## src/rtl/vga_timing_pkg.sv

```systemverilog
// Default 640x480@60 raster timing and helpers that derive the per-axis
// totals and sync window bounds from porch/sync widths.
package vga_timing_pkg;

  localparam int DEF_H_VISIBLE = 640;
  localparam int DEF_H_FP      = 16;
  localparam int DEF_H_SYNC    = 96;
  localparam int DEF_H_BP      = 48;
  localparam int DEF_V_VISIBLE = 480;
  localparam int DEF_V_FP      = 10;
  localparam int DEF_V_SYNC    = 2;
  localparam int DEF_V_BP      = 33;

  localparam int MAX_TOTAL     = 1024;
  localparam int COUNT_W       = 10;

  function automatic int axis_total(input int vis, input int fp, input int sync, input int bp);
    return vis + fp + sync + bp;
  endfunction

  function automatic int axis_sync_start(input int vis, input int fp);
    return vis + fp;
  endfunction

  // Exclusive upper bound of the sync window.
  function automatic int axis_sync_end(input int vis, input int fp, input int sync);
    return vis + fp + sync;
  endfunction

endpackage

```

## src/rtl/vga_timing_gen_axis_counter.sv

```systemverilog
// One raster axis: a wrapping position counter plus combinational decode of
// its next value, so the parent can register decode aligned with the count.
module vga_axis_counter
  import vga_timing_pkg::*;
#(
  parameter int   TOTAL       = 800,
  parameter int   VIS         = 640,
  parameter int   SYNC_START  = 656,
  parameter int   SYNC_END    = 752,
  parameter logic SYNC_ACTIVE = 1'b0
) (
  input  logic               clk,
  input  logic               reset,
  input  logic               en,
  output logic [COUNT_W-1:0] count,
  output logic [COUNT_W-1:0] next_count,
  output logic               wrap,
  output logic               active,
  output logic               sync
);

  localparam logic [COUNT_W-1:0] LAST = COUNT_W'(TOTAL - 1);

  logic [COUNT_W-1:0] count_r;
  logic [COUNT_W:0]   next_wide_s;

  assign count = count_r;

  // Next-position computation and decode of that next position.
  always_comb begin
    wrap        = en & (count_r == LAST);
    next_count  = count_r;
    if (wrap) begin
      next_count = {COUNT_W{1'b0}};
    end else if (en) begin
      next_count = count_r + {{(COUNT_W-1){1'b0}}, 1'b1};
    end else begin
      next_count = count_r;
    end
    // Widened compare so bounds equal to 1024 stay meaningful.
    next_wide_s = {1'b0, next_count};
    active      = (next_wide_s < (COUNT_W+1)'(VIS));
    if ((next_wide_s >= (COUNT_W+1)'(SYNC_START)) && (next_wide_s < (COUNT_W+1)'(SYNC_END))) begin
      sync = SYNC_ACTIVE;
    end else begin
      sync = ~SYNC_ACTIVE;
    end
  end

  // Position register; reset parks on the last position so the first
  // enabled cycle wraps to zero.
  always_ff @(posedge clk or posedge reset) begin
    if (reset) begin
      count_r <= LAST;
    end else begin
      count_r <= next_count;
    end
  end

endmodule

```

## src/rtl/vga_timing_gen.sv

```systemverilog
// Raster timing generator: chains horizontal and vertical axis counters and
// registers sync, visible-area flag, line/frame pulses and a frame counter.
module vga_timing_gen
  import vga_timing_pkg::*;
#(
  parameter int   H_VISIBLE   = DEF_H_VISIBLE,
  parameter int   H_FP        = DEF_H_FP,
  parameter int   H_SYNC      = DEF_H_SYNC,
  parameter int   H_BP        = DEF_H_BP,
  parameter int   V_VISIBLE   = DEF_V_VISIBLE,
  parameter int   V_FP        = DEF_V_FP,
  parameter int   V_SYNC      = DEF_V_SYNC,
  parameter int   V_BP        = DEF_V_BP,
  parameter logic SYNC_ACTIVE = 1'b0
) (
  input  logic                vga_clk,
  input  logic                reset,
  output logic                hs,
  output logic                vs,
  output logic                blank,
  output logic [COUNT_W-1:0]  DrawX,
  output logic [COUNT_W-1:0]  DrawY,
  output logic                line_start,
  output logic                frame_start,
  output logic [7:0]          frame_cnt
);

  localparam int H_TOTAL = axis_total(H_VISIBLE, H_FP, H_SYNC, H_BP);
  localparam int V_TOTAL = axis_total(V_VISIBLE, V_FP, V_SYNC, V_BP);

  if (H_TOTAL > MAX_TOTAL) begin : g_h_total_chk
    $error("vga_timing_gen: H_TOTAL exceeds 1024");
  end
  if (V_TOTAL > MAX_TOTAL) begin : g_v_total_chk
    $error("vga_timing_gen: V_TOTAL exceeds 1024");
  end

  logic [COUNT_W-1:0] h_next_s;
  logic [COUNT_W-1:0] v_next_s;
  logic               h_wrap_s;
  logic               v_wrap_s;
  logic               h_active_s;
  logic               v_active_s;
  logic               h_sync_s;
  logic               v_sync_s;
  logic               first_frame_r;

  vga_axis_counter #(
    .TOTAL       (H_TOTAL),
    .VIS         (H_VISIBLE),
    .SYNC_START  (axis_sync_start(H_VISIBLE, H_FP)),
    .SYNC_END    (axis_sync_end(H_VISIBLE, H_FP, H_SYNC)),
    .SYNC_ACTIVE (SYNC_ACTIVE)
  ) u_h_axis (
    .clk        (vga_clk),
    .reset      (reset),
    .en         (1'b1),
    .count      (DrawX),
    .next_count (h_next_s),
    .wrap       (h_wrap_s),
    .active     (h_active_s),
    .sync       (h_sync_s)
  );

  vga_axis_counter #(
    .TOTAL       (V_TOTAL),
    .VIS         (V_VISIBLE),
    .SYNC_START  (axis_sync_start(V_VISIBLE, V_FP)),
    .SYNC_END    (axis_sync_end(V_VISIBLE, V_FP, V_SYNC)),
    .SYNC_ACTIVE (SYNC_ACTIVE)
  ) u_v_axis (
    .clk        (vga_clk),
    .reset      (reset),
    .en         (h_wrap_s),
    .count      (DrawY),
    .next_count (v_next_s),
    .wrap       (v_wrap_s),
    .active     (v_active_s),
    .sync       (v_sync_s)
  );

  // Decode registered from next-state counts so it lines up with DrawX/DrawY.
  always_ff @(posedge vga_clk or posedge reset) begin
    if (reset) begin
      hs          <= ~SYNC_ACTIVE;
      vs          <= ~SYNC_ACTIVE;
      blank       <= 1'b0;
      line_start  <= 1'b0;
      frame_start <= 1'b0;
    end else begin
      hs          <= h_sync_s;
      vs          <= v_sync_s;
      blank       <= h_active_s & v_active_s;
      line_start  <= (h_next_s == {COUNT_W{1'b0}});
      frame_start <= (h_next_s == {COUNT_W{1'b0}}) && (v_next_s == {COUNT_W{1'b0}});
    end
  end

  // Frame counter; the wrap out of reset only starts frame 0.
  always_ff @(posedge vga_clk or posedge reset) begin
    if (reset) begin
      frame_cnt     <= 8'd0;
      first_frame_r <= 1'b1;
    end else if (v_wrap_s) begin
      if (first_frame_r) begin
        first_frame_r <= 1'b0;
      end else begin
        frame_cnt <= frame_cnt + 8'd1;
      end
    end else begin
      frame_cnt     <= frame_cnt;
      first_frame_r <= first_frame_r;
    end
  end

endmodule

```

## config.mk

```make
export PLATFORM = sky130hd
export DESIGN_NAME = vga_timing_gen
export DESIGN_NICKNAME = d
export VERILOG_FILES = /design/src/rtl/vga_timing_pkg.sv /design/src/rtl/vga_timing_gen_axis_counter.sv /design/src/rtl/vga_timing_gen.sv
export SDC_FILE = /design/constraint.sdc
export NUM_CORES = 1
export LEC_CHECK = 0
export ABC_AREA = 1
export BUFFER_PORTS_ARGS = -buffer_cell sky130_fd_sc_hd__buf_2
export CAP_MARGIN = 20
export CORE_MARGIN = 2
export CORE_UTILIZATION = 58
export CTS_BUF_LIST = sky130_fd_sc_hd__clkbuf_8
export DETAILED_ROUTE_END_ITERATION = 8
export GPL_TIMING_DRIVEN = 0
export PLACE_DENSITY = 0.82
export SETUP_SLACK_MARGIN = 0.2
export SLEW_MARGIN = 15
export SYNTH_ARGS = -nofsm -noshare
export SYNTH_HDL_FRONTEND = slang
export SYNTH_HIERARCHICAL = 1
export SYNTH_SLANG_ARGS = --single-unit
```

## constraint.sdc

```tcl
create_clock -name vga_clk -period 3.27 [get_ports vga_clk]
set_clock_uncertainty 0.2 [all_clocks]
set_input_delay 0.654 -clock vga_clk [delete_from_list [all_inputs] [get_ports vga_clk]]
set_output_delay 0.654 -clock vga_clk [all_outputs]
set_load 0.01 [all_outputs]
```

# Word-level counts from Yosys, hierarchy flattened
# Cells that the tools add are included.
# totals
register_bits,34
in_bits,2
wordCells,34
out_inout_bits,33
# classes
muxes,5
eq_ne,2
order_cmp,6
bitwise,3
n_reduce_logical,6
add_sub_neg,3
# ops
operator,n
2-to-1 mux 10 bit,3
adder 10 x 1 -> 10 bit (second input constant),2
equality test 10 bit (second input constant),2
logical NOT 10 bit,2
less-than comparator 10 bit (second input constant),2
less-than comparator 10 x 9 -> 1 bit (second input constant),2
greater-or-equal comparator 10 bit (second input constant),1
greater-or-equal comparator 10 x 9 -> 1 bit (second input constant),1
adder 8 x 1 -> 8 bit (second input constant),1
logical AND 1 bit,3
AND 1 bit,2
2-to-1 mux 1 bit,2
AND reduction 2 bit,1
inverter 1 bit,1

# Depth between registers and ports, before layout
# Gate-level depths: netlist of the first run.
# logic_depth
depth_word,6
depth_mapped,15
ltp_nobuf,14

# Hierarchy
# Netlist of the first run, hierarchy kept.
# by_module_without_submodules
module,cells_each,instances,seq_area_each_um2,area_each_um2
vga_axis_counter (u_h_axis),99,1,259.0,720.7
vga_axis_counter (u_v_axis),102,1,254.0,711.9
vga_timing_gen,75,1,354.1,661.9

# Worst setup path before layout of the first run
# Ideal clock, no wire load.
# synth_path
path_kind,reg-to-reg
from,"reg u_h_axis.count_r[0], in the netlist u_h_axis/count[0]"
to,reg frame_start
period_less_slack_ns,2.546
required_ns,2.999
slack_ns,0.724
setup_time_ns,0.071
n_path_buf,0
path_stages_with_launch,13
t_arrival_ns,2.274
path_cell_list,dfstp_2 -> ha_1 -> nand3_1 -> nor2_2 -> nand2_2 -> nor2_4 -> nand2_2 -> xor2_1 -> clkinv_2 -> nor2_1 -> nand2_1 -> or2_2 -> nor2_1
# synth_via
elab_chain_cells,5
word_cells_on_any_way,9
classes_between,1 x add/sub; 1 x eq/ne; 3 x mux; 1 x bitwise; 3 x reduce/logical
# synth_rtl
item,line_no,text
from (decl),vga_timing_gen_axis_counter.sv:24,logic [COUNT_W-1:0] count_r;
from (signal assigned),vga_timing_gen_axis_counter.sv:56,count_r <= next_count;
equality test 10 bit *,vga_timing_gen_axis_counter.sv:31,wrap = en & (count_r == LAST);
via h_wrap_s,vga_timing_gen.sv:40,logic h_wrap_s;
2-to-1 mux 10 bit or AND 1 bit (tied branches),"vga_timing_gen_axis_counter.sv:35, vga_timing_gen_axis_counter.sv:31",
2-to-1 mux 10 bit *,vga_timing_gen_axis_counter.sv:33,if (wrap) begin
via v_next_s[6],vga_timing_gen.sv:39,logic [COUNT_W-1:0] v_next_s;
logical NOT 10 bit *,vga_timing_gen.sv:95,frame_start <= (h_next_s == {COUNT_W{1'b0}}) && (v_next_s == {COUNT_W{1'b0}});
logical AND 1 bit *,vga_timing_gen.sv:95,
to (signal assigned),vga_timing_gen.sv:95,
to (decl),vga_timing_gen.sv:24,"output logic frame_start,"
# The timed path passes the listed nets; every way through them passes the cells marked *.
# A chain may end at the register's enable or synchronous reset.

# Worst setup path in the final report of the first run
# Same ends and word-level chain as after synthesis.

==> summary.md, run 1 <==
| Metric | Value |
|---|---|
| Clk root buf | `clkbuf_8` |
| DIE WIDTH | `around 64 um` |
| Layout cell share with drive strength beyond 1 | `0.286` |
| Most numerous cell in the Yosys netlist | `nand2_1` |
| Routed len/inst | `~11 um` |
| Layout Nets | `323` |
| DRC errors left | `0` |
| Vias/cell | `approximately 5` |
| Final Setup Violations | `0` |
| Detailed Routing Iterations Pass 1 | `4` |
| Area share of the leading cell type in the synthesized netlist | `0.251` |
| Clock buffer depth | `2` |
| Final period util | `0.838` |
| Via count | `between 1500 and 2000` |
| LEAKAGE | `~0.0014 uW` |
| Cells after Synth | `around 280` |
| Post-synth EDFFs | `0` |
| Die H | `about 64 um` |
| Tmin final | `2740 ps` |
| Syn nets | `~280` |
| Max-Cap Viols | `0` |
| Std-Cell Rows | `21` |
| RD Place Congestion | `approximately 0.86` |
| Worst path arrival time | `about 2800 ps` |
| Worst path most repeated cell | `nand3_1` |
| Crit path largest cell delay | `between 500 and 600 ps` |
| Yosys reg bits | `34` |
| Leading area contributor after synthesis | `dfrtp_1` |
| H-tree depth | `2` |
| Synth warn | `6` |
| Top cells by area, synth | `dfrtp_1 (25%), dfstp_2 (16%), nand2_1 (13%)` |
| Top_reg_cell synth | `dfrtp_1` |
| Register area share after synthesis | `0.414` |
| CP top delay family | `simple AND/OR/NAND/NOR gates` |
| Vias in the first global route | `~1700` |
| Gr usage total | `0.231` |
| Pwr Density | `607 nW/um^2` |
| Placed Cells | `~360` |
| Pre-CTS setup slack | `about 460 ps` |
| Final ANT Viol Nets | `0` |
| Core ar. | `3390 um^2` |
| Die ar. | `4110 um^2` |
| Cell Area, Synth | `between 2000 and 2500 um^2` |
| Initial antenna violation count | `0` |
| Worst Path Max Fanout | `11` |
| Worst path slowest cell | `dfstp_2` |
| CTS tree | `built` |
| Register clock-pin slew on the reported worst setup and hold paths | `approximately 80 ps` |
| Num CTS Buffers | `5` |
| Area grow syn2layout | `17.7%` |
| Post-Route WL | `between 4000 and 5000 um` |
| Worst-skew pair later-pin latency | `290 ps` |
| Mean area per synthesized cell | `around 7.6 um^2` |
| Non-Filler Instances | `approximately 360` |
| Library cells used by synthesis | `28` |
| Crit-path cells | `ha_1, nand3_1, nor2_4, nand2_1, nor2_1, nand3_1, nand3_1, inv_1, nor2_1, nand3_1, or2_2, nor2_1` |
| Initial DRC Count | `59` |
| RSZ-0062 raised after global routing | `false` |
| Crit start category | `register` |
| Outcome | `finished clean` |
| Commonest cells post-synth | `nand2_1 (70), inv_1 (48), nor2_1 (36)` |
| Final hold violations | `0` |
| Worst setup margin | `between 500 and 600 ps` |
| Peak supply drop | `0.379 mV` |
| Min-Delay Path Class | `in2async` |
| Largest net degree at the start of global routing | `15` |
| Hpwl dp | `approximately 3200 um` |
| Bufs and invs on worst path | `1` |
| Clk sink count | `34` |
| IO buf count | `34` |
| Fin util | `0.727` |
| FMAX | `approximately 370 MHz` |
| Starting density of the core | `0.618` |
| Inserted Diodes | `0` |
| Grt total ovfl | `0` |
| Crit Path Class | `reg2reg` |
| Data required, critical path | `about 3300 ps` |
| Asr flop ratio synth | `1.00` |
| Final Max Slew Viols | `0` |
| TNS Setup | `0 ps` |
| CP Capture Type | `register` |
| First-pass GRT wire length | `roughly 7300 um` |
| Boundary Pins | `35` |
-- final timing paths --
path | to | slack, ps | cells past startpoint | start
max | frame_start | 530 | 12 | u_h_axis/count[0]
min | u_h_axis/count[6] | 140 | 2 | reset
max in group asynchronous | first_frame_r | 2310 | 2 | reset
min in group vga_clk | first_frame_r | 280 | 2 | first_frame_r
min reg2reg | first_frame_r | 280 | 2 | first_frame_r
max reg2reg | frame_start | 530 | 12 | u_h_axis/count[0]
-- layout make-up --
class,count,area [um^2]
fill,269,925
multi-input combinational,188,1020
clock buffer,5,68.8
inverter,53,200
timing repair buffer,34,170
tap,46,57.6
clock inverter,3,68.8
sequential,34,867
buffer,1,11.3
-- kinds of logic after synthesis --
family / count (synthesis) / share of synthesized area
AND/OR/NAND/NOR: 163 / 0.391
buffers and inverters: 54 / 0.101
flip-flops: 34 / 0.414
AO/OA/AOI/OAI: 10 / 0.0239
XOR/XNOR: 9 / 0.0376
adder cells (fa/ha/maj): 4 / 0.0239
other: 1 / 0.00179
multiplexers: 1 / 0.00717
-- layer usage --
layer / track usage / part of all wire / up-vias
met4: 0.0931 / 0.018 / 0
met3: 0.0616 / 0.034 / 8
met5: 0 / 0 / -
met2: 0.380 / 0.50 / 30
met1: 0.289 / 0.44 / 829
li1: - / - / 914
-- flip-flops by register name, summed over array words and instances, names as in the netlist --
register / cells
frame_cnt: 8
vs: 1
u_v_axis/count: 10
first_frame_r: 1
frame_start: 1
u_h_axis/count: 10
line_start: 1
hs: 1
blank: 1
-- what timing repair did --
item                                    4_1_cts  5_1_grt
endpoints found under the setup margin        0        1
hold buffers                                  0        0
buffers inserted                              0        0
endpoints found under the hold margin         0        0
gates resized for setup                       0        1
-- layout by cell type, fill, tap and decap left out --
| cell | count |
|---|---|
| a21oi_1 | 5 |
| buf_2 | 34 |
| buf_6 | 1 |
| bufinv_16 | 2 |
| clkbuf_8 | 5 |
| clkinv_2 | 1 |
| clkinv_4 | 1 |
| conb_1 | 1 |
| dfrtp_1 | 21 |
| dfstp_2 | 13 |
| ha_1 | 4 |
| inv_1 | 48 |
| inv_2 | 4 |
| mux2_4 | 1 |
| nand2_1 | 70 |
| nand2_2 | 6 |
| nand2_4 | 2 |
| nand3_1 | 21 |
| nand3_2 | 5 |
| nand3_4 | 1 |
| nand3b_1 | 1 |
| nand4_1 | 5 |
| nor2_1 | 36 |
| nor2_2 | 4 |
| nor2_4 | 8 |
| nor2_8 | 1 |
| o21ai_0 | 3 |
| o21ai_1 | 2 |
| or2_1 | 1 |
| or2_2 | 2 |
| xnor2_1 | 4 |
| xor2_1 | 5 |
-- through the flow --
step / cell area (um^2) / hold WS [ps] / power [uW]
finish: 2460 / 144 / 1500
global route: 2460 / 172 / 1600
CTS: 2460 / 153 / 1500
detailed placement: 2320 / 273 / 1030
global placement: 2320 / 275 / 1020
floorplan: 2090 / 260 / 908
-- worst reg2reg max path, delay by kind of cell, from the launching register on --
family	cells	cell delay, ps
and+or+nand+nor	10	1600
DFF	1	560
adders and majority gates	1	230
buffers and inverters	1	100
-- where the power goes --
part | internal, uW | total, uW | switching [uW]
clock | 305 | 464 | 159
combinational | 156 | 438 | 281
sequential | 511 | 594 | 83.2
Power figures use the tool's default switching activity.
==> inputs of run 2 (changes only) <==
--- a/config.mk
+++ b/config.mk
@@ -9,11 +9,11 @@
 export BUFFER_PORTS_ARGS = -buffer_cell sky130_fd_sc_hd__buf_2
 export CAP_MARGIN = 20
 export CORE_MARGIN = 2
-export CORE_UTILIZATION = 58
+export CORE_UTILIZATION = 53
 export CTS_BUF_LIST = sky130_fd_sc_hd__clkbuf_8
 export DETAILED_ROUTE_END_ITERATION = 8
 export GPL_TIMING_DRIVEN = 0
-export PLACE_DENSITY = 0.82
+export PLACE_DENSITY = 0.79
 export SETUP_SLACK_MARGIN = 0.2
 export SLEW_MARGIN = 15
 export SYNTH_ARGS = -nofsm -noshare
==> constraint.sdc (replaced) <==
create_clock -name vga_clk -period 2.3 [get_ports vga_clk]
set_clock_uncertainty 0.2 [all_clocks]
set_input_delay 0.46 -clock vga_clk [delete_from_list [all_inputs] [get_ports vga_clk]]
set_output_delay 0.46 -clock vga_clk [all_outputs]
set_load 0.01 [all_outputs]
==> run 2 against run 1 <==
Maximum frequency increased by 5.8%. Cell area grew 19%. Setup slack worse by 820 ps. The flow now finishes with violations (negative setup slack). Non-clock buffer count rose by 33.
==> summary.md, run 2 (synthesized netlist as in run 1, its figures left out) <==
| Metric | Value |
|---|---|
| Gr usage total | `0.251 (+0.0196)` |
| Max_slew headroom | `0.663` |
| Worst Path Max Fanout | `6 (-5)` |
| Worst-Margin Slew | `between 500 and 600 ps` |
| CP Capture Type | `register` |
| Worst r2r src | `u_h_axis/count[4]` |
| Vias in the first global route | `1810 (+7.0%)` |
| Clk sink count | `34 (unchanged)` |
| IO buf count | `34 (unchanged)` |
| Num CTS Buffers | `5 (unchanged)` |
| RSZ-0062 raised after global routing | `true` |
| Starting density of the core | `0.559 (-0.0584)` |
| Inserted Diodes | `0 (unchanged)` |
| Initial antenna violation count | `0 (unchanged)` |
| Clk root buf | `clkbuf_8` |
| Final hold violations | `0 (unchanged)` |
| Worst hold start | `frame_cnt[4]` |
| Final Max Slew Viols | `0 (unchanged)` |
| Final Setup Violations | `8 (+8)` |
| Die H | `66.9 um (+4.3%)` |
| RD Place Congestion | `0.854 (-0.16%)` |
| Violated checks | `negative setup slack` |
| Die ar. | `4470 um^2 (+8.8%)` |
| Most common cell after layout, fill and taps aside | `nand2_1` |
| First-pass GRT wire length | `8290 um (+14%)` |
| Critical Path Start | `u_h_axis/count[4]` |
| Pwr Density | `730 nW/um^2 (+20%)` |
| Register clock-pin slew on the reported worst setup and hold paths | `70 ps (about the same)` |
| Area grow syn2layout | `40.0%` |
| DRC errors left | `0 (unchanged)` |
| Core ar. | `3740 um^2 (+10%)` |
| H-tree depth | `2 (unchanged)` |
| Crit Path Class | `reg2reg` |
| Std-Cell Rows | `22 (+4.8%)` |
| Grt total ovfl | `0 (unchanged)` |
| Max-Cap Viols | `0 (unchanged)` |
| Vias/cell | `5.06 (+3.3%)` |
| Layout Nets | `357 (+11%)` |
| DIE WIDTH | `66.9 um (+4.3%)` |
| Peak supply drop | `0.474 mV (+25%)` |
| Tmin final | `2590 ps (-150 ps)` |
| Worst setup margin | `-289 ps (-820 ps)` |
| Routed len/inst | `14.4 um (+26%)` |
| Crit start category | `register` |
| Worst path arrival time | `2610 ps (-150 ps)` |
| FMAX | `386 MHz (+5.8%)` |
| Hpwl dp | `3330 um (+5.1%)` |
| Final ANT Viol Nets | `0 (unchanged)` |
| Commonest cells after routing, fill and taps aside | `nand2_1 (65), inv_1 (45), buf_2 (34), nor2_1 (24), buf_4 (23)` |
| Layout cell share with drive strength beyond 1 | `0.457 (+0.171)` |
| Fin util | `0.783 (+0.0562)` |
| Detailed Routing Iterations Pass 1 | `5 (+1)` |
| Clock buffer depth | `2 (unchanged)` |
| Min-Delay Path Class | `reg2reg` |
| Post-Route WL | `5750 um (+38%)` |
| Total Power | `2140 uW (+43%)` |
| Largest net degree at the start of global routing | `15 (unchanged)` |
| CTS tree | `built` |
| Worst-skew pair later-pin latency | `290 ps (about the same)` |
| Via count | `2022 (+14%)` |
| Initial DRC Count | `124 (+110%)` |
| Final period util | `1.13 (+0.288)` |
| LEAKAGE | `0.00158 uW (+14%)` |
| Boundary Pins | `35 (unchanged)` |
| Data required, critical path | `2330 ps (-960 ps)` |
| Outcome | `finished, violations left` |
-- run 2: path summary, 6_finish.rpt --
kind | to | slack [ps] | cells after the start
min in group asynchronous | u_h_axis/count[7] | 540 | 3
worst max register to register | frame_start | -290 | 13
max in group asynchronous | first_frame_r | 950 | 3
worst min register to register | frame_cnt[4] | 340 | 1
worst max-delay path | frame_start | -290 | 13
worst min-delay path | frame_cnt[4] | 340 | 1
-- run 2: report_power, final --
group	internal, uW	leakage (uW)	switching [uW]	total [uW]
logic	334	0.00115	510	845
clock network	241	0.0000472	226	467
registers	726	0.000383	104	830
-- run 2: what timing repair did --
item,CTS,global route
endpoints found under the hold margin,10,0
pin swaps,16,29
gates resized for setup,23,29
hold buffers,1,0
gates cloned,1,0
setup endpoints to repair,18,17
buffers inserted,17,15
-- run 2: routing by layer --
metal | vias up | part of all wire | wire length (um) | global-route usage
met3 | 18 | 0.045 | 260 | 0.0456
met1 | 957 | 0.42 | 2420 | 0.326
met2 | 65 | 0.50 | 2900 | 0.420
li1 | 982 | - | - | -
met4 | 0 | 0.029 | 167 | 0.0842
met5 | - | 0 | 0 | 0
-- run 2: critical path, stage by stage (launching register included) --
cell	delay, ps
dfstp_2	580
nand2_4	80
nor2_4	130
nand2_4	70
nor2_4	190
nand2_2	80
nor2_4	230
nand4_1	220
nand2_2	160
nor2_4	60
nor2_2	110
nand2_1	90
or2_4	250
nor2_4	70
-- run 2: final cells by class --
cell class                 instances  area [um^2]
multi-input combinational        189         1230
sequential                        34          867
fill                             249          811
timing repair buffer              67          463
inverter                          53          203
clock buffer                       6         82.6
tap                               48         60.1
clock inverter                     2         12.5
buffer                             1         11.3
-- run 2: per-stage QoR --
stage | hold slack (ps) | instances | area (um^2) | worst slack (ps) | setup TNS, ps
detailed placement | 277 | 358 | 2370 | -327 | -841
finish | 338 | 400 | 2930 | -289 | -670
global placement | 276 | 358 | 2370 | -309 | -628
global route | 367 | 400 | 2930 | -388 | -2180
CTS | 339 | 385 | 2720 | -107 | -157
floorplan | 95.2 | 276 | 2140 | -15.1 | -15.1
==> inputs of run 3 (changes only) <==
--- a/config.mk
+++ b/config.mk
@@ -8,12 +8,14 @@
 export ABC_AREA = 1
 export BUFFER_PORTS_ARGS = -buffer_cell sky130_fd_sc_hd__buf_2
 export CAP_MARGIN = 20
+export CELL_PAD_IN_SITES_DETAIL_PLACEMENT = 1
+export CELL_PAD_IN_SITES_GLOBAL_PLACEMENT = 2
 export CORE_MARGIN = 2
-export CORE_UTILIZATION = 53
+export CORE_UTILIZATION = 30
 export CTS_BUF_LIST = sky130_fd_sc_hd__clkbuf_8
 export DETAILED_ROUTE_END_ITERATION = 8
 export GPL_TIMING_DRIVEN = 0
-export PLACE_DENSITY = 0.79
+export PLACE_DENSITY_LB_ADDON = 0.1
 export SETUP_SLACK_MARGIN = 0.2
 export SLEW_MARGIN = 15
 export SYNTH_ARGS = -nofsm -noshare
==> constraint.sdc (replaced) <==
create_clock -name vga_clk -period 2.3 [get_ports vga_clk]
set_clock_uncertainty 0.2 [all_clocks]
set_input_delay 0.23 -clock vga_clk [delete_from_list [all_inputs] [get_ports vga_clk]]
set_output_delay 0.23 -clock vga_clk [all_outputs]
set_load 0.01 [all_outputs]
==> run 3 against run 2 <==
The run still ends with negative setup slack left. Register-to-register slack better by 220 ps. Combinational power up 1%. Clock-buffer cell count fell by 1. Via count fell by 4.1%. Flip-flop and latch count is the same. Clock power decreased by 9.9%. Total power down 1.5%.
==> summary.md, run 3 (synthesized netlist as in run 1, its figures left out) <==
| Metric | Value |
|---|---|
| Hpwl dp | `4050 um (+22%)` |
| Max_slew headroom | `0.642 (-0.0208)` |
| Gr usage total | `0.158 (-0.0922)` |
| Bufs and invs on worst path | `1 (+1)` |
| Clk sink count | `34 (unchanged)` |
| Die H | `87.6 um (+31%)` |
| Layout cell share with drive strength beyond 1 | `0.416 (-0.0412)` |
| Clk network pwr share | `0.200 (-0.018)` |
| Die ar. | `7670 um^2 (+71%)` |
| Final period util | `1.03 (-0.0974)` |
| Largest net degree at the start of global routing | `15 (unchanged)` |
| Area grow syn2layout | `35.4%` |
| DIE WIDTH | `87.6 um (+31%)` |
| Worst r2r path cells | `14 (+1)` |
| Outcome | `finished, violations left` |
| Vias/cell | `4.55 (-9.9%)` |
| Tmin final | `2370 ps (-224 ps)` |
| FILL cells | `852 (+240%)` |
| Initial DRC Count | `30 (-76%)` |
| Clock buffer depth | `2 (unchanged)` |
| Worst-Margin Slew | `536 ps (+31.1 ps)` |
| RD Place Congestion | `0.726 (-15%)` |
| Worst path slowest cell | `dfstp_2` |
| Detailed Routing Iterations Pass 1 | `4 (-1)` |
| Worst Path Max Fanout | `5 (-1)` |
| Part of the power in combinational logic | `0.406 (+0.012)` |
| Min-Delay Path Class | `in2async` |
| Crit start category | `register` |
| CTS tree | `built` |
| DRC errors left | `0 (unchanged)` |
| TNS Setup | `-103 ps (+566 ps)` |
| Crit-path cells | `nand2_4, nor2_4, nand2_2, nor2_4, nand2_1, nor2_2, nand3_2, buf_4, nand2_1, nor2_4, nor2_1, nand2_1, or2_4, nor2_2` |
| Num CTS Buffers | `5 (unchanged)` |
| Most common cell after layout, fill and taps aside | `nand2_1` |
| First-pass GRT wire length | `9270 um (+12%)` |
| Post-Route WL | `5640 um (-2.0%)` |
| Total Power | `2110 uW (-1.5%)` |
| Worst path arrival time | `2400 ps (-210 ps)` |
| CP Capture Type | `register` |
| Clk root buf | `clkbuf_8` |
| Sw frac | `0.400 (+0.00769)` |
| Worst r2r src | `u_h_axis/count[4]` |
| Worst r2r dst | `frame_start` |
| Peak supply drop | `0.261 mV (-45%)` |
| Placed inst area | `2410 um^2 (+1.7%)` |
| Design area | `2840 um^2 (-3.3%)` |
| Final Setup Violations | `3 (-5)` |
| Commonest cells after routing, fill and taps aside | `nand2_1 (66), inv_1 (48), buf_2 (34), nor2_1 (26), buf_4 (23)` |
| Std-Cell Rows | `30 (+36%)` |
| Register clock-pin slew on the reported worst setup and hold paths | `80 ps (about the same)` |
| Data required, critical path | `2330 ps (about the same)` |
| RSZ-0062 raised after global routing | `true` |
| CP top delay family | `simple AND/OR/NAND/NOR gates` |
| IO buf count | `34 (unchanged)` |
| Layout Nets | `351 (-1.7%)` |
| Worst-skew pair later-pin latency | `290 ps (about the same)` |
| Crit path largest cell delay | `580 ps (about the same)` |
| Via count | `1940 (-4.1%)` |
| Pre-CTS setup slack | `-396 ps (-69.1 ps)` |
| Crit Path Class | `reg2reg` |
| Final hold violations | `0 (unchanged)` |
| Vias in the first global route | `1921 (+6.1%)` |
| Sw power | `845 uW (+0.44%)` |
| Non-Filler Instances | `426 (+6.5%)` |
| Initial antenna violation count | `0 (unchanged)` |
| Internal Power | `1270 uW (-2.7%)` |
| Sequential share of power | `0.394 (+0.006)` |
| Routed len/inst | `13.2 um (-7.9%)` |
| Worst setup margin | `-65.1 ps (+224 ps)` |
| Pwr Density | `744 nW/um^2 (+1.9%)` |
| Max-Cap Viols | `0 (unchanged)` |
| Grt total ovfl | `0 (unchanged)` |
| Boundary Pins | `35 (unchanged)` |
| Final ANT Viol Nets | `0 (unchanged)` |
| H-tree depth | `2 (unchanged)` |
| Violated checks | `negative setup slack` |
| Placed Cells | `390 (+8.9%)` |
| Core ar. | `6760 um^2 (+80%)` |
| Worst R2R Setup Slack | `-70 ps (+220 ps)` |
| FMAX | `423 MHz (+9.5%)` |
| Starting density of the core | `0.310 (-0.249)` |
| LEAKAGE | `0.00154 uW (-2.6%)` |
| Inserted Diodes | `0 (unchanged)` |
| Final Max Slew Viols | `0 (unchanged)` |
-- run 3: worst max path at each step --
stage / from / endpoint / slack, ps / cells after the start
after detailed placement: u_h_axis/count[0] / frame_start / -400 / 12
after global routing: u_h_axis/count[4] / frame_start / -240 / 13
after floorplan: u_h_axis/count[2] / frame_start / -20 / 13
after CTS: u_h_axis/count[4] / frame_start / -90 / 13
final: u_h_axis/count[4] / frame_start / -70 / 14
after global placement: u_h_axis/count[2] / frame_start / -420 / 13
-- run 3: what timing repair did --
action                                 in CTS  in global routing
setup buffers                              19                  8
setup endpoints to repair                  20                 18
gates resized for setup                    18                 21
endpoints found under the hold margin      21                  0
pin swaps                                  15                 12
hold buffers                                1                  0
-- run 3: power by group through the flow --
stage          Clock (uW)  Combinational (uW)  Sequential, uW
2_1_floorplan           0                 420             883
3_3_place_gp            0                 635             869
3_5_place_dp            0                 651             870
4_1_cts               439                 813             831
5_1_grt               470                 959             847
6_report              421                 857             831
-- run 3: routing by layer --
layer	track usage	wire [um]	vias up
met1	0.216	2670	939
met5	0	0	-
li1	-	-	970
met4	0.0448	76	0
met3	0.0311	145	6
met2	0.256	2750	25
-- run 3: cell type report --
class / instances / area (um^2) / area share
flip-flops and latches: 34 / 867 / 0.306
inverters: 53 / 203 / 0.0715
repair buffers: 62 / 398 / 0.140
well taps: 80 / 100 / 0.0353
clock buffers: 5 / 68.8 / 0.0243
clock inverters: 3 / 11.3 / 0.00397
multi-input cells: 188 / 1180 / 0.415
plain buffers: 1 / 11.3 / 0.00397
-- run 3: through the flow --
step,hold slack [ps],util
floorplan,-135,-
global placement,62.8,0.357
detailed placement,74.5,0.357
CTS,308,0.401
global route,343,0.420
finish,304,0.420
-- run 3: worst min-delay path, stage by stage --
cell and delay (ps):
dlygate4sd3_1 530, buf_2 140, inv_1 330
